## src/rtl/writeback_stage_if.sv

```systemverilog
// Writeback stage bus: MEM/WB inputs, raw dmem response, and the
// register-file / forwarding / commit outputs.
interface writeback_stage_if #(
    parameter int unsigned ORDER_W = 64
);
    // Memory-stage side
    logic                pipe_stall;
    logic                mem_valid;
    logic                mem_done;
    logic [31:0]         mem_pc;
    logic [4:0]          mem_rd;
    logic                mem_regf_we;
    logic                mem_load;
    logic [2:0]          mem_funct3;
    logic [1:0]          mem_addr_lo;
    logic [31:0]         mem_regfilemux_out;
    logic [31:0]         dmem_rdata;
    logic                dmem_resp;

    // Register file, forwarding and commit side
    logic                rf_we;
    logic [4:0]          rf_rd;
    logic [31:0]         rf_wdata;
    logic                fwd_valid;
    logic [4:0]          fwd_rd;
    logic [31:0]         fwd_data;
    logic                commit_valid;
    logic [31:0]         commit_pc;
    logic [ORDER_W-1:0]  commit_order;

    // Upstream driver (pipeline / bench) view
    modport master (
        output pipe_stall, mem_valid, mem_done, mem_pc, mem_rd, mem_regf_we,
               mem_load, mem_funct3, mem_addr_lo, mem_regfilemux_out,
               dmem_rdata, dmem_resp,
        input  rf_we, rf_rd, rf_wdata, fwd_valid, fwd_rd, fwd_data,
               commit_valid, commit_pc, commit_order
    );

    // Writeback stage view
    modport slave (
        input  pipe_stall, mem_valid, mem_done, mem_pc, mem_rd, mem_regf_we,
               mem_load, mem_funct3, mem_addr_lo, mem_regfilemux_out,
               dmem_rdata, dmem_resp,
        output rf_we, rf_rd, rf_wdata, fwd_valid, fwd_rd, fwd_data,
               commit_valid, commit_pc, commit_order
    );
endinterface

```

## src/rtl/writeback_stage.sv

```systemverilog
// Final pipeline stage: registers the MEM/WB boundary, formats load data,
// buffers a dmem response that lands during a stall, and drives the one-shot
// register-file write, the forwarding source and the retire counter.
module writeback_stage #(
    parameter int unsigned ORDER_W = 64
) (
    input  logic              clk,
    input  logic              rst,
    writeback_stage_if.slave  bus
);

    logic                advance;

    // WB pipeline register
    logic                wb_valid;
    logic                fresh;
    logic [31:0]         wb_pc;
    logic [4:0]          wb_rd;
    logic                wb_regf_we;
    logic [31:0]         wb_result;

    // Response buffer for dmem data that arrives while stalled
    logic                hold_valid;
    logic [31:0]         hold_data;

    logic [ORDER_W-1:0]  order_cnt;

    // Load formatting
    logic [31:0]         load_src;
    logic [31:0]         load_sh;
    logic [31:0]         load_fmt;
    logic [31:0]         result_next;
    logic                capture_valid;
    logic                rd_nonzero;
    logic                commit;

    assign advance       = !bus.pipe_stall;
    assign capture_valid = bus.mem_valid & bus.mem_done;

    // Select load source, align by byte offset, extend per load type
    always_comb begin
        load_src = hold_valid ? hold_data : bus.dmem_rdata;
        load_sh  = load_src >> {bus.mem_addr_lo, 3'b000};
        case (bus.mem_funct3)
            3'b000:  load_fmt = {{24{load_sh[7]}}, load_sh[7:0]};
            3'b001:  load_fmt = {{16{load_sh[15]}}, load_sh[15:0]};
            3'b010:  load_fmt = load_sh;
            3'b100:  load_fmt = {24'd0, load_sh[7:0]};
            3'b101:  load_fmt = {16'd0, load_sh[15:0]};
            default: load_fmt = 32'd0;
        endcase
        result_next = bus.mem_load ? load_fmt : bus.mem_regfilemux_out;
    end

    // MEM/WB register; fresh drops on any held edge so writes/commits are one-shot
    always_ff @(posedge clk or posedge rst) begin
        if (rst) begin
            wb_valid   <= 1'b0;
            fresh      <= 1'b0;
            wb_pc      <= 32'd0;
            wb_rd      <= 5'd0;
            wb_regf_we <= 1'b0;
            wb_result  <= 32'd0;
        end else if (advance) begin
            wb_valid   <= capture_valid;
            fresh      <= capture_valid;
            wb_pc      <= bus.mem_pc;
            wb_rd      <= bus.mem_rd;
            wb_regf_we <= bus.mem_regf_we;
            wb_result  <= result_next;
        end else begin
            fresh      <= 1'b0;
        end
    end

    // Capture a dmem response during a stall; released once the stage advances
    always_ff @(posedge clk or posedge rst) begin
        if (rst) begin
            hold_valid <= 1'b0;
            hold_data  <= 32'd0;
        end else if (advance) begin
            hold_valid <= 1'b0;
        end else if (bus.dmem_resp) begin
            hold_valid <= 1'b1;
            hold_data  <= bus.dmem_rdata;
        end
    end

    assign commit     = wb_valid & fresh;
    assign rd_nonzero = (wb_rd != 5'd0);

    // Retire counter advances once per committed instruction, wrapping naturally
    always_ff @(posedge clk or posedge rst) begin
        if (rst) begin
            order_cnt <= '0;
        end else if (commit) begin
            order_cnt <= order_cnt + ORDER_W'(1);
        end
    end

    assign bus.rf_we        = commit & wb_regf_we & rd_nonzero;
    assign bus.rf_rd        = wb_rd;
    assign bus.rf_wdata     = wb_result;

    // Forwarding stays live while the register holds; x0 never forwards
    assign bus.fwd_valid    = wb_valid & wb_regf_we & rd_nonzero;
    assign bus.fwd_rd       = wb_rd;
    assign bus.fwd_data     = rd_nonzero ? wb_result : 32'd0;

    assign bus.commit_valid = commit;
    assign bus.commit_pc    = wb_pc;
    assign bus.commit_order = order_cnt;

endmodule

```

## src/flat_wrapper.sv

```systemverilog
// flat-port wrapper written by rule: the top's interface ports become plain ports
module writeback_stage_flat 
#(
    parameter int unsigned ORDER_W = 64
)
  (clk, rst, bus_pipe_stall, bus_mem_valid, bus_mem_done, bus_mem_pc, bus_mem_rd, bus_mem_regf_we, bus_mem_load, bus_mem_funct3, bus_mem_addr_lo, bus_mem_regfilemux_out, bus_dmem_rdata, bus_dmem_resp, bus_rf_we, bus_rf_rd, bus_rf_wdata, bus_fwd_valid, bus_fwd_rd, bus_fwd_data, bus_commit_valid, bus_commit_pc, bus_commit_order);
  writeback_stage_if #(.ORDER_W(ORDER_W)) bus_i ();
  input  logic clk;
  input  logic rst;
  input wire logic [$bits(bus_i.pipe_stall)-1:0] bus_pipe_stall;
  input wire logic [$bits(bus_i.mem_valid)-1:0] bus_mem_valid;
  input wire logic [$bits(bus_i.mem_done)-1:0] bus_mem_done;
  input wire logic [$bits(bus_i.mem_pc)-1:0] bus_mem_pc;
  input wire logic [$bits(bus_i.mem_rd)-1:0] bus_mem_rd;
  input wire logic [$bits(bus_i.mem_regf_we)-1:0] bus_mem_regf_we;
  input wire logic [$bits(bus_i.mem_load)-1:0] bus_mem_load;
  input wire logic [$bits(bus_i.mem_funct3)-1:0] bus_mem_funct3;
  input wire logic [$bits(bus_i.mem_addr_lo)-1:0] bus_mem_addr_lo;
  input wire logic [$bits(bus_i.mem_regfilemux_out)-1:0] bus_mem_regfilemux_out;
  input wire logic [$bits(bus_i.dmem_rdata)-1:0] bus_dmem_rdata;
  input wire logic [$bits(bus_i.dmem_resp)-1:0] bus_dmem_resp;
  output wire logic [$bits(bus_i.rf_we)-1:0] bus_rf_we;
  output wire logic [$bits(bus_i.rf_rd)-1:0] bus_rf_rd;
  output wire logic [$bits(bus_i.rf_wdata)-1:0] bus_rf_wdata;
  output wire logic [$bits(bus_i.fwd_valid)-1:0] bus_fwd_valid;
  output wire logic [$bits(bus_i.fwd_rd)-1:0] bus_fwd_rd;
  output wire logic [$bits(bus_i.fwd_data)-1:0] bus_fwd_data;
  output wire logic [$bits(bus_i.commit_valid)-1:0] bus_commit_valid;
  output wire logic [$bits(bus_i.commit_pc)-1:0] bus_commit_pc;
  output wire logic [$bits(bus_i.commit_order)-1:0] bus_commit_order;
  assign bus_i.pipe_stall = bus_pipe_stall;
  assign bus_i.mem_valid = bus_mem_valid;
  assign bus_i.mem_done = bus_mem_done;
  assign bus_i.mem_pc = bus_mem_pc;
  assign bus_i.mem_rd = bus_mem_rd;
  assign bus_i.mem_regf_we = bus_mem_regf_we;
  assign bus_i.mem_load = bus_mem_load;
  assign bus_i.mem_funct3 = bus_mem_funct3;
  assign bus_i.mem_addr_lo = bus_mem_addr_lo;
  assign bus_i.mem_regfilemux_out = bus_mem_regfilemux_out;
  assign bus_i.dmem_rdata = bus_dmem_rdata;
  assign bus_i.dmem_resp = bus_dmem_resp;
  assign bus_rf_we = bus_i.rf_we;
  assign bus_rf_rd = bus_i.rf_rd;
  assign bus_rf_wdata = bus_i.rf_wdata;
  assign bus_fwd_valid = bus_i.fwd_valid;
  assign bus_fwd_rd = bus_i.fwd_rd;
  assign bus_fwd_data = bus_i.fwd_data;
  assign bus_commit_valid = bus_i.commit_valid;
  assign bus_commit_pc = bus_i.commit_pc;
  assign bus_commit_order = bus_i.commit_order;
  writeback_stage #(.ORDER_W(ORDER_W)) u_core (.clk(clk), .rst(rst), .bus(bus_i));
endmodule
```

## config.mk

```make
export PLATFORM = sky130hd
export DESIGN_NAME = writeback_stage_flat
export DESIGN_NICKNAME = d
export VERILOG_FILES = /design/src/rtl/writeback_stage_if.sv /design/src/rtl/writeback_stage.sv /design/src/flat_wrapper.sv
export SDC_FILE = /design/constraint.sdc
export NUM_CORES = 1
export LEC_CHECK = 0
export BUFFER_PORTS_ARGS = -buffer_cell sky130_fd_sc_hd__buf_2
export CAP_MARGIN = 20
export CORE_ASPECT_RATIO = 1.25
export CORE_MARGIN = 1.5
export CORE_UTILIZATION = 45
export CTS_CLUSTER_DIAMETER = 120
export CTS_CLUSTER_SIZE = 8
export DETAILED_ROUTE_END_ITERATION = 12
export PLACE_DENSITY = 0.73
export SETUP_SLACK_MARGIN = 0.2
export SLEW_MARGIN = 20
export SYNTH_ARGS = -nofsm -noshare
export SYNTH_HDL_FRONTEND = slang
export SYNTH_SLANG_ARGS = --single-unit
```

## constraint.sdc

```tcl
create_clock -name clk -period 7.8 [get_ports clk]
set_clock_uncertainty 0.2 [all_clocks]
set_input_delay 0.39 -clock clk [delete_from_list [all_inputs] [get_ports clk]]
set_output_delay 0.39 -clock clk [all_outputs]
set_load 0.02 [all_outputs]
```

Yosys cells after proc, flatten, opt, wreduce, memory -nomap -nowiden
Cells that the tools add are included.

Input bits: 114. Word-level logic and storage cells: 32. Register bits: 169.

Muxes and demuxes: 7. Reductions and logical operators: 3. Add/sub/neg operators: 1. Bitwise logic cells: 6. Shift operators: 1. Equality and inequality tests: 5.

Operator list (count): $pmux W32 S5 (1); $mux W32 (3); $add A64 B1 Y64 const B (1); $shr A32 B5 Y32 (1); $and A1 B1 Y1 (6); $eq A3 B3 Y1 const B (2); $reduce_bool A5 Y1 (1); $eq A3 B1 Y1 const B (1); $eq A3 B2 Y1 const B (1); $logic_not A3 Y1 (1); $mux W1 (3); $ne A2 B1 Y1 const B (1); $reduce_and A2 Y1 (1).

Longest topological paths before layout
Depth in word-level cells: 4. Depth in mapped cells: 7. Gate-level depth less buffers: 6.

Worst setup path before layout
Ideal clock, no wire load.

Kind: input -> register. From: in bus_mem_addr_lo[0]. To: reg u_core.wb_result[17] (netlist: u_core.bus.rf_wdata[17]). Slack: 5.492 ns. Library setup time: 0.147 ns. Arrival: 1.961 ns. Path buffers: 2. Cell stages on the path: 7. Cell sequence: buf_2 > mux4_2 > nand2b_1 > nand4_1 > o31a_1 > buf_2 > a222oi_1.

Cells in the longest elaborated chain, start to end: 3.

Ends and longest elaborated chain: start: declaration (line flat_wrapper.sv:18) `input wire logic [$bits(bus_i.mem_addr_lo)-1:0] bus_mem_addr_lo;`; $shr A32 B5 Y32 (line writeback_stage.sv:43) `load_sh = load_src >> {bus.mem_addr_lo, 3'b000};`; $pmux W32 S5 (line writeback_stage.sv:44) `case (bus.mem_funct3)`; $mux W32 (line writeback_stage.sv:52) `result_next = bus.mem_load ? load_fmt : bus.mem_regfilemux_out;`; end signal: assignment (line writeback_stage.sv:70) `wb_result <= result_next;`; end: declaration (line writeback_stage.sv:20) `logic [31:0] wb_result;`.

No other way between the ends. A chain may end at the register's enable or synchronous reset.

Final worst setup path
From: reg u_core.wb_rd[0] (netlist: u_core.bus.fwd_rd[0]). To: out bus_rf_we.

Cells in the longest elaborated chain, start to end: 2.

Ends and longest elaborated chain: start: declaration (line writeback_stage.sv:18) `logic [4:0] wb_rd;`; start signal: assignment (line writeback_stage.sv:68) `wb_rd <= bus.mem_rd;`; $reduce_bool A5 Y1 (line writeback_stage.sv:90) `assign rd_nonzero = (wb_rd != 5'd0);`; $and A1 B1 Y1 (line writeback_stage.sv:101) `assign bus.rf_we = commit & wb_regf_we & rd_nonzero;`; end: declaration (line flat_wrapper.sv:22) `output wire logic [$bits(bus_i.rf_we)-1:0] bus_rf_we;`.

No other way between the ends.

==> results.ini <==
[detailed_routing]
wl_per_cell_um = 18.74
drtIter0Drc = 497
drc = 0
dr.pass1.iters = 6
num_vias = 6960
wl_mm = 23.95
vias_per_cell = 5.446
drtAntennaViolNets = 0

[placed_design]
portBuffers = 286
post-dp-hpwl_mm = 17.20
place_congestion = 0.8394
numPlacedInstances = 1198
place_ws_ps = 4488

[cells_and_area]
antenna_cells = 0
drive_gt1_frac = 0.4143
nFillCells = 1534
nNetsFinal = 1152
finalNonFillerCells = 1278
area_delta_synth_final_pct = 31.99
post-route-util = 0.6076

[timing]
max_freq_mhz = 301.1
setup_violations = 0
grt_setup_unrepaired = false
drv_slew = 0
fin_crit_sh = 0.4257
tns_ps = 0
finalWorstSetupSlack_ps = 4479
fin_crit_ps = 3321
worst_pin_slew_ps = 1062
relSlewSlack = 0.2904
timing.hold.ws_ps = -41.45
hold_viol_final = 51

[grt]
grt_util_all_layers = 0.2487
antenna_found_initial = 0
grt_max_degree = 103
grt_pass1_wl_mm = 38.06
grt_pass1_vias = 7009
grt.overflow.total = 0

[clock_network]
htreeDepth = 4
clockBufferDepth = 2
cts_tree = done
ctsResizeCount = 0
clkLatencyLatePin_ps = 430
path_clk_slew_ps = 70
cts_buffers = 17
cts-root-buf = clkbuf_16
clock-sinks = 169

[critical_path]
cp_top_family = simple AND/OR/NAND/NOR gates
worst-path-buf-inv = 2
path_cells = or4_1 -> nor2_2 -> buf_4 -> nor2_1 -> and2_1 -> buf_2
end_kind = output port
cp_max_fo = 18
max_stage_delay_ps = 560
critPathLaunchType = flop
cp_slowest_cell = nor2_2
critPathKind = reg2out
critPathRequiredTime_ps = 7210
cp.arrival_ps = 2730

[logic_synthesis]
synthCells = 717
yosysSeqAreaShare = 0.5057
synthFlopType = dfrtp_1
avgSynthCellArea_sq_um = 11.66
synth_area_leader_cell = dfrtp_1
ys_warn_count = 0
syn-cell-area_sq_um = 8363
synth_top_area_share = 0.5057
synth_seq_cells = 169
async_reset_ff_frac = 1.000
netlist-cell-type-count = 44
syn_nets = 832
synth_edf_count = 0
ys_top_cells_by_area = dfrtp_1 51%, mux2_2 11%, mux4_2 5.4%

[run]
drv_cap = 0

[power_and_ir_drop]
worst_ir_drop_vdd_mv = 0.1437
p_leak_nw = 5.424
power_density_nw_per_um2 = 209.7

[die]
die_y_um = 155.4
dieArea_sq_um = 19420
core_area_sq_um = 18170
start_util = 0.4603
num_io_pins = 287
die_w_um = 124.9
row_count = 55

[run_status]
status = complete, but fails checks
violations = hold timing

[worst_hold_path]
min_path_type = in2async

[layout make-up]
cell class | instances | area [sq um] | share of cell area
flip-flops and latches | 169 | 4229 | 0.3831
multi-input cells | 477 | 3850 | 0.3488
repair buffers | 340 | 1959 | 0.1775
clock buffers | 18 | 429.2 | 0.03888
well taps | 228 | 285.3 | 0.02584
clock inverters | 14 | 160.2 | 0.01451
inverters | 32 | 125.1 | 0.01134
[kinds of logic after synthesis]
group                      share of synthesized area
and+or+nand+nor                               0.1240
buffers and inverters                        0.03576
xor gates and xnor gates                     0.06598
adders and majority gates                   0.001496
muxes                                         0.1924
DFF                                           0.5057
AOI/OAI and AO/OA                            0.07466
[power by group]
part	internal, mW	total (mW)	switching [mW]	leakage (nW)
Combinational	0.197	0.455	0.258	2.99
Clock	0.480	0.857	0.377	0.281
Sequential	0.948	1.00	0.0545	2.15
[stage by stage]
stage,power (mW),instance area (sq um)
after detailed placement,1.454,9968
after CTS,2.334,11040
final,2.315,11040
after global placement,1.444,9968
after global routing,2.405,11040
after floorplan,1.288,8363
[what timing repair did]
action	in CTS	in global routing
hold endpoints to repair	48	0
hold buffers	48	0
buffers inserted	0	0
[layer usage]
layer  up-vias  GRT usage  share of wire
met5         -          0              0
met2       275     0.4050           0.50
li1       3214          -              -
met4         0     0.1071          0.033
met1      3421     0.3281           0.42
met3        50    0.04539          0.053
[cell usage in the layout, fill, tap and decap left out, types with 2 or more instances in the layout]
cell type and instances:
xor2_1 28, nand3_1 28, and3_1 4, mux2_2 78, a22oi_1 5, nor4_1 5, a21boi_0 8, and4_1 2
nor3_1 18, or2_2 3, clkbuf_16 17, nand2_1 41, nor4_2 4, mux4_2 20, dlygate4sd3_1 48, buf_2 285
nor2b_1 16, o22ai_1 2, buf_4 7, mux2i_1 28, o21ai_0 9, xnor2_1 35, o21a_1 10, nor2_1 45
a221o_1 3, a21oi_1 20, nand2b_1 6, inv_1 30, and2_1 6, dfrtp_1 169, o2bb2ai_1 7, bufinv_16 2
clkinvlp_4 3, nand4_1 18, nand4_2 2, inv_6 7, a222oi_1 16
[final timing paths]
check,start,endpoint,slack [ps],cells after the start
max in group asynchronous,rst,u_core.hold_data[22]$_DFFE_PP0P_,5960,3
setup / recovery,u_core.bus.fwd_rd[0]$_DFFE_PP0N_,bus_rf_we,4480,6
min in group clk,bus_mem_pc[20],u_core.bus.commit_pc[20]$_DFFE_PP0N_,20,2
setup reg to reg,u_core.hold_valid$_DFFE_PP0P_,u_core.bus.rf_wdata[20]$_DFFE_PP0N_,5080,5
hold / removal,rst,u_core.bus.commit_order[18]$_DFFE_PP0P_,-40,2
hold reg to reg,u_core.bus.commit_order[63]$_DFFE_PP0P_,u_core.bus.commit_order[63]$_DFFE_PP0P_,270,1
[sequential cells by signal (all words and copies together), names as in the netlist]
| register | flops |
|---|---|
| u_core.bus.commit_order | 64 |
| u_core.bus.commit_pc | 32 |
| u_core.bus.rf_wdata | 32 |
| u_core.hold_data | 32 |
| u_core.bus.fwd_rd | 5 |
| u_core.fresh | 1 |
| u_core.hold_valid | 1 |
| u_core.wb_regf_we | 1 |
| u_core.wb_valid | 1 |
[cell usage after synthesis (9+ instances only)]
cell,n
nand4_1,18
xor2_1,28
dfrtp_1,169
buf_2,11
inv_1,31
o21ai_0,9
nor2_1,46
mux4_2,20
nand3_1,28
clkbuf_1,13
xnor2_1,35
buf_1,10
mux2_2,78
o21a_1,10
nor3_1,18
a21oi_1,20
mux2i_1,28
nor2b_1,16
a222oi_1,16
nand2_1,41
[worst register-to-register path: stages, from the launching register on]
cell and delay (ps):
dfrtp_1 360, buf_4 470, mux4_2 410, a21oi_1 210, o31a_1 690, a222oi_1 180
(Power assumes the default switching activity.)
